--- config.mk ---
export PLATFORM = sky130hd
export DESIGN_NAME = iterative_alu
export DESIGN_NICKNAME = d
export VERILOG_FILES = /design/src/rtl/iterative_alu.sv
export SDC_FILE = /design/constraint.sdc
export NUM_CORES = 1
export LEC_CHECK = 0
export CORE_MARGIN = 2
export CORE_UTILIZATION = 40
export CTS_CLUSTER_SIZE = 28
export DETAILED_ROUTE_END_ITERATION = 8
export DONT_BUFFER_PORTS = 1
export MAX_ROUTING_LAYER = met4
export PLACE_DENSITY_LB_ADDON = 0.15
export SETUP_SLACK_MARGIN = 0.1
export SLEW_MARGIN = 10
export SYNTH_ARGS = -nofsm -noshare
export SYNTH_HDL_FRONTEND = slang
export SYNTH_SLANG_ARGS = --single-unit
--- constraint.sdc ---
create_clock -name i_clk -period 5 [get_ports i_clk]
set_input_delay 1.5 -clock i_clk [delete_from_list [all_inputs] [get_ports i_clk]]
set_output_delay 1.5 -clock i_clk [all_outputs]
set_load 0.02 [all_outputs]
--- src/rtl/iterative_alu.sv ---
`default_nettype none
// +----------------------------------------------------------------------------+
// | Module  : iterative_alu                                                    |
// | Brief   : Handshaked XLEN-wide RV32I ALU with iterative RV32M mul/div,     |
// |           the latter compiled in only when ALU_MULDIV_EN is defined.       |
// | Revision: 1.0 - initial release                                            |
// +----------------------------------------------------------------------------+
module iterative_alu #(
    parameter int XLEN = 32
) (
    input  logic            i_clk,
    input  logic            i_rst_n,
    input  logic            i_valid,
    output logic            o_ready,
    input  logic [4:0]      i_operation,
    input  logic [XLEN-1:0] i_operand1,
    input  logic [XLEN-1:0] i_operand2,
    output logic            o_valid,
    input  logic            i_ready,
    output logic [XLEN-1:0] o_result,
    output logic            o_zero
);

    localparam int c_SHAMT_W = $clog2(XLEN);

    localparam logic [4:0] c_OP_ADD  = 5'd0;
    localparam logic [4:0] c_OP_SUB  = 5'd1;
    localparam logic [4:0] c_OP_AND  = 5'd2;
    localparam logic [4:0] c_OP_OR   = 5'd3;
    localparam logic [4:0] c_OP_XOR  = 5'd4;
    localparam logic [4:0] c_OP_SLL  = 5'd5;
    localparam logic [4:0] c_OP_SRL  = 5'd6;
    localparam logic [4:0] c_OP_SRA  = 5'd7;
    localparam logic [4:0] c_OP_SLT  = 5'd8;
    localparam logic [4:0] c_OP_SLTU = 5'd9;

    localparam logic [1:0] c_ST_IDLE = 2'd0;
    localparam logic [1:0] c_ST_DONE = 2'd2;
`ifdef ALU_MULDIV_EN
    localparam logic [1:0] c_ST_CALC = 2'd1;
    localparam logic [c_SHAMT_W-1:0] c_LAST_ITER = c_SHAMT_W'(XLEN - 1);
`endif

    logic [1:0]           r_state;
    logic [1:0]           w_state_nxt;
    logic [XLEN-1:0]      r_result;
    logic [XLEN-1:0]      w_alu_result;
    logic [XLEN-1:0]      w_accept_result;
    logic [c_SHAMT_W-1:0] w_shamt;
    logic                 w_accept;
    logic                 w_start_calc;

    assign w_shamt  = i_operand2[c_SHAMT_W-1:0];
    assign w_accept = (r_state == c_ST_IDLE) && i_valid;

    always_comb begin
        w_alu_result = '0;
        case (i_operation)
            c_OP_ADD:  w_alu_result = i_operand1 + i_operand2;
            c_OP_SUB:  w_alu_result = i_operand1 - i_operand2;
            c_OP_AND:  w_alu_result = i_operand1 & i_operand2;
            c_OP_OR:   w_alu_result = i_operand1 | i_operand2;
            c_OP_XOR:  w_alu_result = i_operand1 ^ i_operand2;
            c_OP_SLL:  w_alu_result = i_operand1 << w_shamt;
            c_OP_SRL:  w_alu_result = i_operand1 >> w_shamt;
            c_OP_SRA:  w_alu_result = $unsigned($signed(i_operand1) >>> w_shamt);
            c_OP_SLT:  w_alu_result = {{(XLEN-1){1'b0}}, $signed(i_operand1) < $signed(i_operand2)};
            c_OP_SLTU: w_alu_result = {{(XLEN-1){1'b0}}, i_operand1 < i_operand2};
            default:   w_alu_result = '0;
        endcase
    end

`ifdef ALU_MULDIV_EN
    // Codes 16..19 multiply, 20..23 divide; bit 2 splits mul from div.
    logic                 w_is_md, w_is_div;
    logic                 w_a_signed, w_b_signed, w_a_neg, w_b_neg;
    logic [XLEN-1:0]      w_a_mag, w_b_mag;
    logic                 w_div_zero, w_div_ovf;
    logic [XLEN-1:0]      w_special_result;
    logic [2:0]           r_op;
    logic                 r_neg_lo, r_neg_rem;
    logic [XLEN-1:0]      r_hi, r_lo, r_divisor;
    logic [c_SHAMT_W-1:0] r_count;
    logic [XLEN:0]        w_mul_sum, w_rem_sh, w_rem_diff;
    logic [XLEN-1:0]      w_hi_nxt, w_lo_nxt;
    logic [2*XLEN-1:0]    w_product, w_product_s;
    logic [XLEN-1:0]      w_quot, w_rem, w_final;

    assign w_is_md    = (i_operation[4:3] == 2'b10);
    assign w_is_div   = w_is_md && i_operation[2];
    assign w_a_signed = w_is_div ? ~i_operation[0] : (i_operation[1:0] != 2'b11);
    assign w_b_signed = w_is_div ? ~i_operation[0] : ~i_operation[1];
    assign w_a_neg    = w_a_signed && i_operand1[XLEN-1];
    assign w_b_neg    = w_b_signed && i_operand2[XLEN-1];
    assign w_a_mag    = w_a_neg ? -i_operand1 : i_operand1;
    assign w_b_mag    = w_b_neg ? -i_operand2 : i_operand2;

    assign w_div_zero = w_is_div && (i_operand2 == '0);
    assign w_div_ovf  = w_is_div && !i_operation[0] &&
                        (i_operand1 == {1'b1, {(XLEN-1){1'b0}}}) && (i_operand2 == '1);

    always_comb begin
        w_special_result = '0;
        if (w_div_zero)
            w_special_result = i_operation[1] ? i_operand1 : '1;
        else if (w_div_ovf)
            w_special_result = i_operation[1] ? '0 : i_operand1;
    end

    assign w_start_calc    = w_is_md && !w_div_zero && !w_div_ovf;
    assign w_accept_result = (w_div_zero || w_div_ovf) ? w_special_result : w_alu_result;

    // Multiply keeps {hi, lo} as a right-shifting product; divide keeps hi as
    // the partial remainder and shifts quotient bits into lo.
    assign w_mul_sum  = {1'b0, r_hi} + (r_lo[0] ? {1'b0, r_divisor} : '0);
    assign w_rem_sh   = {r_hi, r_lo[XLEN-1]};
    assign w_rem_diff = w_rem_sh - {1'b0, r_divisor};

    always_comb begin
        w_hi_nxt = w_mul_sum[XLEN:1];
        w_lo_nxt = {w_mul_sum[0], r_lo[XLEN-1:1]};
        if (r_op[2]) begin
            if (!w_rem_diff[XLEN]) begin
                w_hi_nxt = w_rem_diff[XLEN-1:0];
                w_lo_nxt = {r_lo[XLEN-2:0], 1'b1};
            end else begin
                w_hi_nxt = w_rem_sh[XLEN-1:0];
                w_lo_nxt = {r_lo[XLEN-2:0], 1'b0};
            end
        end
    end

    // Sign fix-up is taken from the last iteration's next values so the
    // result lands in the same edge as the final iteration.
    assign w_product   = {w_hi_nxt, w_lo_nxt};
    assign w_product_s = r_neg_lo ? -w_product : w_product;
    assign w_quot      = r_neg_lo ? -w_lo_nxt : w_lo_nxt;
    assign w_rem       = r_neg_rem ? -w_hi_nxt : w_hi_nxt;

    always_comb begin
        w_final = w_product_s[2*XLEN-1:XLEN];
        if (r_op[2])
            w_final = r_op[1] ? w_rem : w_quot;
        else if (r_op[1:0] == 2'b00)
            w_final = w_product_s[XLEN-1:0];
    end

    always_ff @(posedge i_clk or negedge i_rst_n) begin
        if (!i_rst_n) begin
            r_op      <= '0;
            r_neg_lo  <= 1'b0;
            r_neg_rem <= 1'b0;
            r_hi      <= '0;
            r_lo      <= '0;
            r_divisor <= '0;
            r_count   <= '0;
        end else if (w_accept) begin
            r_op      <= i_operation[2:0];
            r_neg_lo  <= w_a_neg ^ w_b_neg;
            r_neg_rem <= w_a_neg;
            r_hi      <= '0;
            r_lo      <= w_a_mag;
            r_divisor <= w_b_mag;
            r_count   <= '0;
        end else if (r_state == c_ST_CALC) begin
            r_hi    <= w_hi_nxt;
            r_lo    <= w_lo_nxt;
            r_count <= (r_count == c_LAST_ITER) ? '0 : r_count + 1'b1;
        end
    end
`else
    assign w_start_calc    = 1'b0;
    assign w_accept_result = w_alu_result;
`endif

    always_comb begin
        w_state_nxt = r_state;
        case (r_state)
            c_ST_IDLE: if (i_valid) w_state_nxt = w_start_calc ? 2'd1 : c_ST_DONE;
`ifdef ALU_MULDIV_EN
            c_ST_CALC: if (r_count == c_LAST_ITER) w_state_nxt = c_ST_DONE;
`endif
            c_ST_DONE: if (i_ready) w_state_nxt = c_ST_IDLE;
            default:   w_state_nxt = c_ST_IDLE;
        endcase
    end

    always_ff @(posedge i_clk or negedge i_rst_n) begin
        if (!i_rst_n) r_state <= c_ST_IDLE;
        else          r_state <= w_state_nxt;
    end

    always_ff @(posedge i_clk or negedge i_rst_n) begin
        if (!i_rst_n)
            r_result <= '0;
        else if (w_accept)
            r_result <= w_accept_result;
`ifdef ALU_MULDIV_EN
        else if ((r_state == c_ST_CALC) && (r_count == c_LAST_ITER))
            r_result <= w_final;
`endif
    end

    assign o_ready  = (r_state == c_ST_IDLE);
    assign o_valid  = (r_state == c_ST_DONE);
    assign o_result = r_result;
    assign o_zero   = (r_result == '0);

endmodule
`default_nettype wire

Word level (Yosys, flattened, before mapping):

Cells that the tools add are included.

* register bits after elaboration: 34
* bits of input ports: 73
* logic and storage cells: 33

* add/subtract/negate cells: 2
* order comparisons: 2
* eq/ne operators: 12
* shift-type cells: 3
* muxes and demuxes: 4
* bitwise operators: 3
* reduce and logical (&&, ||, !) cells: 5

Operators with widths (count)
* 32-bit one-hot mux with 10 select lines: 1
* 32-bit less-than comparator: 2
* 32-bit adder: 1
* 32-bit bitwise AND: 1
* 32-bit zero test: 1
* 32-bit bitwise OR: 1
* 32-bit by 5-bit left shift with 32-bit output: 1
* 32-bit by 5-bit right shift with 32-bit output: 1
* 32-bit by 5-bit >>> shifter with 32-bit output: 1
* 32-bit subtractor: 1
* 32-bit XOR: 1
* 5-bit by 3-bit == test with 1-bit output (second input constant): 4
* 5-bit by 2-bit == test with 1-bit output (second input constant): 2
* 5-bit by 4-bit == test with 1-bit output (second input constant): 2
* 5-bit by 1-bit == test with 1-bit output (second input constant): 1
* 5-bit zero test: 1
* 2-bit 2-to-1 mux: 2
* 2-bit one-hot mux with 2 select lines: 1
* 2-bit == test (second input constant): 1
* 2-bit zero test: 1
* 2-bit by 1-bit inequality test with 1-bit output (second input constant): 1
* 2-bit inequality test (second input constant): 1
* 2-bit AND reduction: 1
* 1-bit logical AND: 1

Logic depth before layout (Yosys ltp):

Gate-level depths: netlist (run 1).

* word-level depth: 3
* gate-level depth with buffers: 15

Least setup slack after synthesis (run 1):

Ideal clock, no wire load.

* path type: input to register
* from: input i_operand2[2]
* to: register r_result[30], in the netlist o_result[30]
* setup time: 0.140 ns
* arrival time: 4.464 ns
* required time: 4.860 ns
* path slack: 0.396 ns
* cell stages on the path: 15
* path buffers: 4
* path through: buf_2 clkinv_1 buf_2 buf_1 ha_1 clkbuf_2 a211oi_1 o21ai_1 a21oi_1 o21ai_1 a221o_1 a221oi_2 o21ai_1 xnor2_1 o211ai_1

* cells in the longest elaborated chain, start to end: 2
* elaborated cells on any way between the ends: 6
* those cells by class: 2 x add/sub; 3 x shift; 1 x mux

RTL lines
* start, declared: line 17 `input logic [XLEN-1:0] i_operand2,`
* 32-bit subtractor, or another cell as far along: line 60 `c_OP_SUB: w_alu_result = i_operand1 - i_operand2;`
* 32-bit one-hot mux with 10 select lines *: line 58 `case (i_operation)`
* end signal, assigned: line 197 `r_result <= w_accept_result;`
* end, declared: line 46 `logic [XLEN-1:0] r_result;`

Every way passes the cells marked *; elsewhere a longest branch is shown, timed or not.
A chain may end at the register's enable or synchronous reset.

Worst setup path after layout (run 1):

* from: input i_operand2[1]
* to: register r_result[15], in the netlist o_result[15]

Same word-level chain as after synthesis.

==> impl_metrics.env, run 1 <==
export IMPL_cts_buffers=5
export IMPL_grt_ovfl_total=0
export IMPL_initial_utilization_pct=40.9
export IMPL_drive_above_1_share_pct=10.1
export IMPL_ff2ff_setup_slack_ns=2.26
export IMPL_p_int_mw=0.871
export IMPL_synthesis_nets=1544
export IMPL_netlist_top_cells_area="ha_1 (12%), mux4_2 (11%), dfrtp_1 (8.2%), a21oi_1 (6.7%), nor2_1 (5.8%)"
export IMPL_hold_buffers=0
export IMPL_tightest_slew_ns=0.913
export IMPL_path_common_cell="o21ai_1"
export IMPL_root_buffer="clkbuf_16"
export IMPL_hp_class="flip-flop to flip-flop"
export IMPL_totalWireLength_microns=43400
export IMPL_reg2reg_depth=8
export IMPL_dpl_cell_area_sq_um=10100
export IMPL_firstDrtPassIters=6
export IMPL_ys_flop_type="dfrtp_1"
export IMPL_seqPwrFrac_pct=22.2
export IMPL_viasPerCell=6.78
export IMPL_die_h_microns=162
export IMPL_htree_levels=2
export IMPL_fmax_ghz=0.234
export IMPL_fin_crit_ns=4.26
export IMPL_postCtsSetupRepairBufs=0
export IMPL_hpwl_microns=34400
export IMPL_drt_iter0_markers=1533
export IMPL_cts_buffer_depth=2
export IMPL_wl_per_cell_microns=26.7
export IMPL_fp_row_count=57
export IMPL_worstHoldStart="o_result[1]"
export IMPL_clock_latency_ns=0.28
export IMPL_arrival_ns=4.41
export IMPL_area_growth_pct=2.93
export IMPL_clock_power_share_pct=19.9
export IMPL_core_sq_um=24500
export IMPL_ys_async_sr_fraction_pct=100
export IMPL_nNetsFinal=1473
export IMPL_combPwrFrac_pct=57.9
export IMPL_drc=0
export IMPL_antenna_left=0
export IMPL_grt_setup_unrepaired="no"
export IMPL_path_depth=11
export IMPL_place_gp_congestion=1.01
export IMPL_worstPathMaxFanout=66
export IMPL_r2r_end="o_result[21]"
export IMPL_synth_common_cells="nor2_1 (154), a21oi_1 (134), nand2_1 (126), ha_1 (99), inv_1 (94)"
export IMPL_netlist_area_leader_share_pct=12.4
export IMPL_cts_clk_slew_worst_paths_ns=0.05
export IMPL_ir_drop_v=0.000238
export IMPL_cts_tree="built"
export IMPL_min_to="o_result[1]"
export IMPL_grt_pass1_vias=10203
export IMPL_crit_type="input port to flip-flop"
export IMPL_powerDensity_nw_per_um2=156
export IMPL_critical_path_top_delay_family="compound AO/OA/AOI/OAI gates"
export IMPL_required_ns=5.14
export IMPL_worst_path_buf_inv=1
export IMPL_pin_count=108
export IMPL_hold_violations=0
export IMPL_drv_cap=0
export IMPL_holdPathStages=2
export IMPL_synth_cells=1370
export IMPL_cp_start_kind="input port"
export IMPL_slew_headroom_pct=39.0
export IMPL_p_switching_mw=0.738
export IMPL_crit_path_cell_trace="inv_1 -> ha_1 -> a211oi_1 -> o21ai_1 -> a2111oi_0 -> o41a_1 -> o21ai_1 -> a21oi_2 -> xnor2_1 -> a221oi_1 -> o21ai_1"
export IMPL_drv_slew=0
export IMPL_status="complete, no violations"
export IMPL_endpoint_kind="flip-flop"
export IMPL_via_count=11031
export IMPL_grt_usage_pct=33.0
export IMPL_ys_ff_latch=33
export IMPL_p_leak_nw=4.22
export IMPL_synth_cell_area_sq_um=10000
export IMPL_fin_worst_skew_ns=0.00554
export IMPL_synth_most_common_cell="nor2_1"
export IMPL_setup_viol_count_final=0
export IMPL_synth_edff_count=0
export IMPL_timing_rr_start="r_state[1]"
export IMPL_grt_pass1_wl_microns=64700
export IMPL_antenna_found_initial=1
export IMPL_swShare_pct=45.9
export IMPL_yosysWarnings=0
export IMPL_grt_max_degree=84
export IMPL_finalCritPeriodShare_pct=85.3
export IMPL_cts_sinks=33
export IMPL_fin_tns_setup_ns=0
export IMPL_ys_seq_area_share_pct=8.24
export IMPL_critical_path_slowest_cell="a2111oi_0"
export IMPL_port_buffer_count=0
export IMPL_die_width_microns=162
export IMPL_avgSynthCellArea_sq_um=7.31
export IMPL_synth_area_leader_cell="ha_1"
export IMPL_die_area_sq_um=26300
export IMPL_slowest_delay_ns=0.78
export IMPL_design_area_sq_um=10300
export IMPL_post_cts_resize_count=0
export IMPL_synth_cell_type_count=85
[logic make-up after synthesis]
logic type      synth area share (%)
compound gates                  33.2
simple gates                    19.0
buf+inv                         8.61
mux                             17.2
fa+ha+maj                       12.8
flops                           8.24
xor+xnor                       0.962
[state kept, by name, summed over array words and instances, names as in the netlist]
signal and flops:
r_state 1, o_result 32
[per-stage QoR]
step	worst slack [ns]	util, %	instances	hold slack [ns]	power, mW
after floorplan	0.396	-	1370	0.608	1.06
after global placement	0.579	41.5	1616	0.628	1.27
after detailed placement	0.551	41.5	1616	0.630	1.26
after CTS	0.836	42.1	1624	0.642	1.59
after global routing	0.558	42.1	1625	0.665	1.70
final	0.736	42.2	1626	0.636	1.61
[final cells by class]
cell class | instances | area (sq um)
sequential | 33 | 826
clock buffer | 7 | 153
antenna | 2 | 5.00
multi-input combinational | 1133 | 8340
timing repair buffer | 29 | 218
tap | 324 | 405
clock inverter | 1 | 5.00
inverter | 97 | 364
fill | 2600 | 14200
[metal layers]
metal  global-route usage (%)  share of wire (%)  wire length (microns)  vias to the layer above
li1                         -                  -                      -                     5004
met5                        -                  0                      0                        -
met1                     46.7                 44                  18900                     5329
met2                     49.2                 44                  19000                      636
met4                     8.85                2.8                   1230                        0
met3                     4.67                9.7                   4200                       62
[worst max path at each step]
stage	from	to	slack [ns]
after floorplan	i_operand2[2]	o_result[30]	0.40
after global placement	i_operand1[0]	o_result[30]	0.58
after detailed placement	i_operand2[1]	o_result[15]	0.55
after CTS	i_operand1[0]	o_result[30]	0.84
after global routing	i_operand1[0]	o_result[30]	0.56
final	i_operand2[1]	o_result[15]	0.74
[worst reg2reg max path, cell delays in order (launching register included)]
cell     delay (ns)
dfrtp_1        0.45
inv_1          0.24
nand2_1        0.38
or2_2          0.67
nor2_1         0.46
o21ai_0        0.17
nand2_1        0.09
o21ai_0        0.12
nand2_1        0.09
[power by group through the flow]
stage | combinational [mW] | sequential, mW | clock [mW]
6_report | 0.932 | 0.357 | 0.320
5_1_grt | 1.00 | 0.361 | 0.332
4_1_cts | 0.905 | 0.357 | 0.324
3_5_place_dp | 0.901 | 0.362 | 0
3_3_place_gp | 0.906 | 0.361 | 0
2_1_floorplan | 0.712 | 0.350 | 0
[cells in the final DEF, fill, tap and decap left out, types with 20 or more instances in the layout]
cell type    n
o21ai_1     20
nor3_1      26
o211ai_1    28
a21oi_1    134
a221oi_1    27
dfrtp_1     33
mux2i_1     46
o21ai_0     78
ha_1        99
buf_4       29
a211oi_1    26
mux4_2      49
inv_1       94
nand3_1     24
nand2_1    126
nor2_1     154
Note: power is estimated with default switching activity, not from simulation.
==> inputs of run 2 (changes only) <==
CORE_MARGIN = default   (was 2)
==> impl_metrics.env, run 2 (synthesized netlist as in run 1, its figures left out) <==
export IMPL_die_area_sq_um=25700
export IMPL_area_growth_pct=2.97
export IMPL_grt_busiest_layer="met2"
export IMPL_grt_max_degree=84
export IMPL_hold_buffers=0
export IMPL_grt_ovfl_total=0
export IMPL_layout_common_cells="nor2_1 (154), a21oi_1 (134), nand2_1 (126)"
export IMPL_antenna_found_initial=0
export IMPL_grt_pass1_wl_microns=66200
export IMPL_p_int_mw=0.848
export IMPL_die_width_microns=160
export IMPL_fin_tns_setup_ns=0
export IMPL_worst_path_buf_inv=3
export IMPL_violations="capacitance limit"
export IMPL_grt_setup_unrepaired="no"
export IMPL_p_leak_nw=4.23
export IMPL_port_buffer_count=0
export IMPL_hold_violations=0
export IMPL_crit_path_cell_trace="inv_1 -> buf_4 -> mux2i_1 -> a21oi_1 -> o21ai_0 -> a21oi_1 -> a2111oi_0 -> buf_4 -> o21ai_0"
export IMPL_root_buffer="clkbuf_16"
export IMPL_cts_buffers=5
export IMPL_grtUsageMet1_pct=49.7
export IMPL_die_h_microns=160
export IMPL_drive_above_1_share_pct=10.1
export IMPL_pin_count=108
export IMPL_cts_sinks=33
export IMPL_arrival_ns=4.56
export IMPL_finalCritPeriodShare_pct=88.5
export IMPL_drv_slew=0
export IMPL_grt_usage_pct=34.9
export IMPL_post_cts_resize_count=0
export IMPL_combPwrFrac_pct=59.5
export IMPL_largest_reg_flops=32
export IMPL_hp_class="flip-flop to flip-flop"
export IMPL_swShare_pct=46.7
export IMPL_drc=0
export IMPL_postCtsSetupRepairBufs=0
export IMPL_initial_utilization_pct=40.9
export IMPL_diodes=0
export IMPL_p_switching_mw=0.743
export IMPL_crit_type="input port to flip-flop"
export IMPL_cp_start_kind="input port"
export IMPL_fin_crit_ns=4.42
export IMPL_wl_per_cell_microns=27.3
export IMPL_drt_iter0_markers=1166
export IMPL_seqPwrFrac_pct=22.4
export IMPL_power_total_mw=1.59
export IMPL_nNetsFinal=1475
export IMPL_status="finished with violations"
export IMPL_worstPathMaxFanout=66
export IMPL_critical_path_top_delay_family="compound AO/OA/AOI/OAI gates"
export IMPL_tightest_slew_ns=1.42
export IMPL_ir_drop_v=0.000185
export IMPL_grt_pass1_vias=10247
export IMPL_met2_usage_pct=52.0
export IMPL_final_common_cell="nor2_1"
export IMPL_powerDensity_nw_per_um2=154
export IMPL_place_gp_congestion=1.05
export IMPL_critical_path_slowest_cell="a2111oi_0"
export IMPL_fp_row_count=57
export IMPL_reg2reg_depth=9
export IMPL_grtUsageMet3_pct=2.68
export IMPL_antenna_left=0
export IMPL_cts_tree="built"
export IMPL_slew_headroom_pct=2.58
export IMPL_cts_clk_slew_worst_paths_ns=0.05
export IMPL_via_count=11045
export IMPL_htree_levels=2
export IMPL_drv_cap=1
export IMPL_clock_power_share_pct=18.1
export IMPL_viasPerCell=6.79
export IMPL_holdPathStages=2
export IMPL_required_ns=5.14
export IMPL_setup_viol_count_final=0
export IMPL_path_depth=9
export IMPL_hpwl_microns=35300
export IMPL_slowest_delay_ns=1.13
export IMPL_core_sq_um=24500
export IMPL_fin_worst_skew_ns=0.00497
export IMPL_clock_latency_ns=0.28
export IMPL_endpoint_kind="flip-flop"
export IMPL_fmax_ghz=0.226
export IMPL_firstDrtPassIters=7
export IMPL_totalWireLength_microns=44500
export IMPL_cts_buffer_depth=2
==> run 2: changes by cell type in the layout (fill, tap and decap cells not counted), sizes merged <==
cell,before,now
buf,29,31
diode,2,0
clkbuf,7,6
clkinv,2,3
==> run 2: tightest hold or removal path: stages (launching register included) <==
cell     delay (ns)
dfrtp_1        0.46
nand2_1        0.07
o21ai_0        0.07
==> run 2: layer usage <==
| metal | vias up | share of wire, % |
|---|---|---|
| met5 | - | 0 |
| met4 | 0 | 3.0 |
| met3 | 64 | 8.1 |
| met2 | 654 | 44 |
| met1 | 5323 | 45 |
| li1 | 5004 | - |
==> run 2: stage by stage <==
stage	util (%)	area [sq um]	hold WS, ns	setup slack (ns)	std cells
floorplan	-	10000	0.608	0.396	1370
global placement	41.6	10200	0.626	0.504	1618
global route	42.2	10300	0.679	0.486	1626
CTS	42.2	10300	0.646	0.794	1626
detailed placement	41.6	10200	0.634	0.498	1618
finish	42.2	10300	0.637	0.575	1626
==> run 2: area by class of cell <==
type / instances / area [sq um]
Clock buffer: 6 / 129
Clock inverter: 2 / 10.0
Fill cell: 2588 / 14100
Inverter: 97 / 364
Multi-Input combinational cell: 1133 / 8340
Sequential cell: 33 / 826
Tap cell: 324 / 405
Timing Repair Buffer: 31 / 245
==> run 2: power groups by stage <==
| stage | sequential, mW | clock [mW] | combinational [mW] |
|---|---|---|---|
| 2_1_floorplan | 0.350 | 0 | 0.712 |
| 3_3_place_gp | 0.360 | 0 | 0.927 |
| 3_5_place_dp | 0.361 | 0 | 0.917 |
| 4_1_cts | 0.357 | 0.296 | 0.922 |
| 5_1_grt | 0.360 | 0.305 | 1.02 |
| 6_report | 0.356 | 0.288 | 0.947 |
==> run 2: path summary, 6_finish.rpt <==
kind                               start            to  slack [ns]
max                        i_operand2[1]   o_result[3]        0.58
min                          o_result[1]   o_result[1]        0.64
max reg2reg                   r_state[1]  o_result[26]        2.03
min reg2reg                  o_result[1]   o_result[1]        0.64
max in group asynchronous        i_rst_n  o_result[16]        4.00
min in group asynchronous        i_rst_n  o_result[12]        0.92
==> inputs of run 3 (changes only) <==
CAP_MARGIN = 10   (was default)
==> results of run 3 <==
No change in the layout: final DEF, timing and power equal those of run 2.
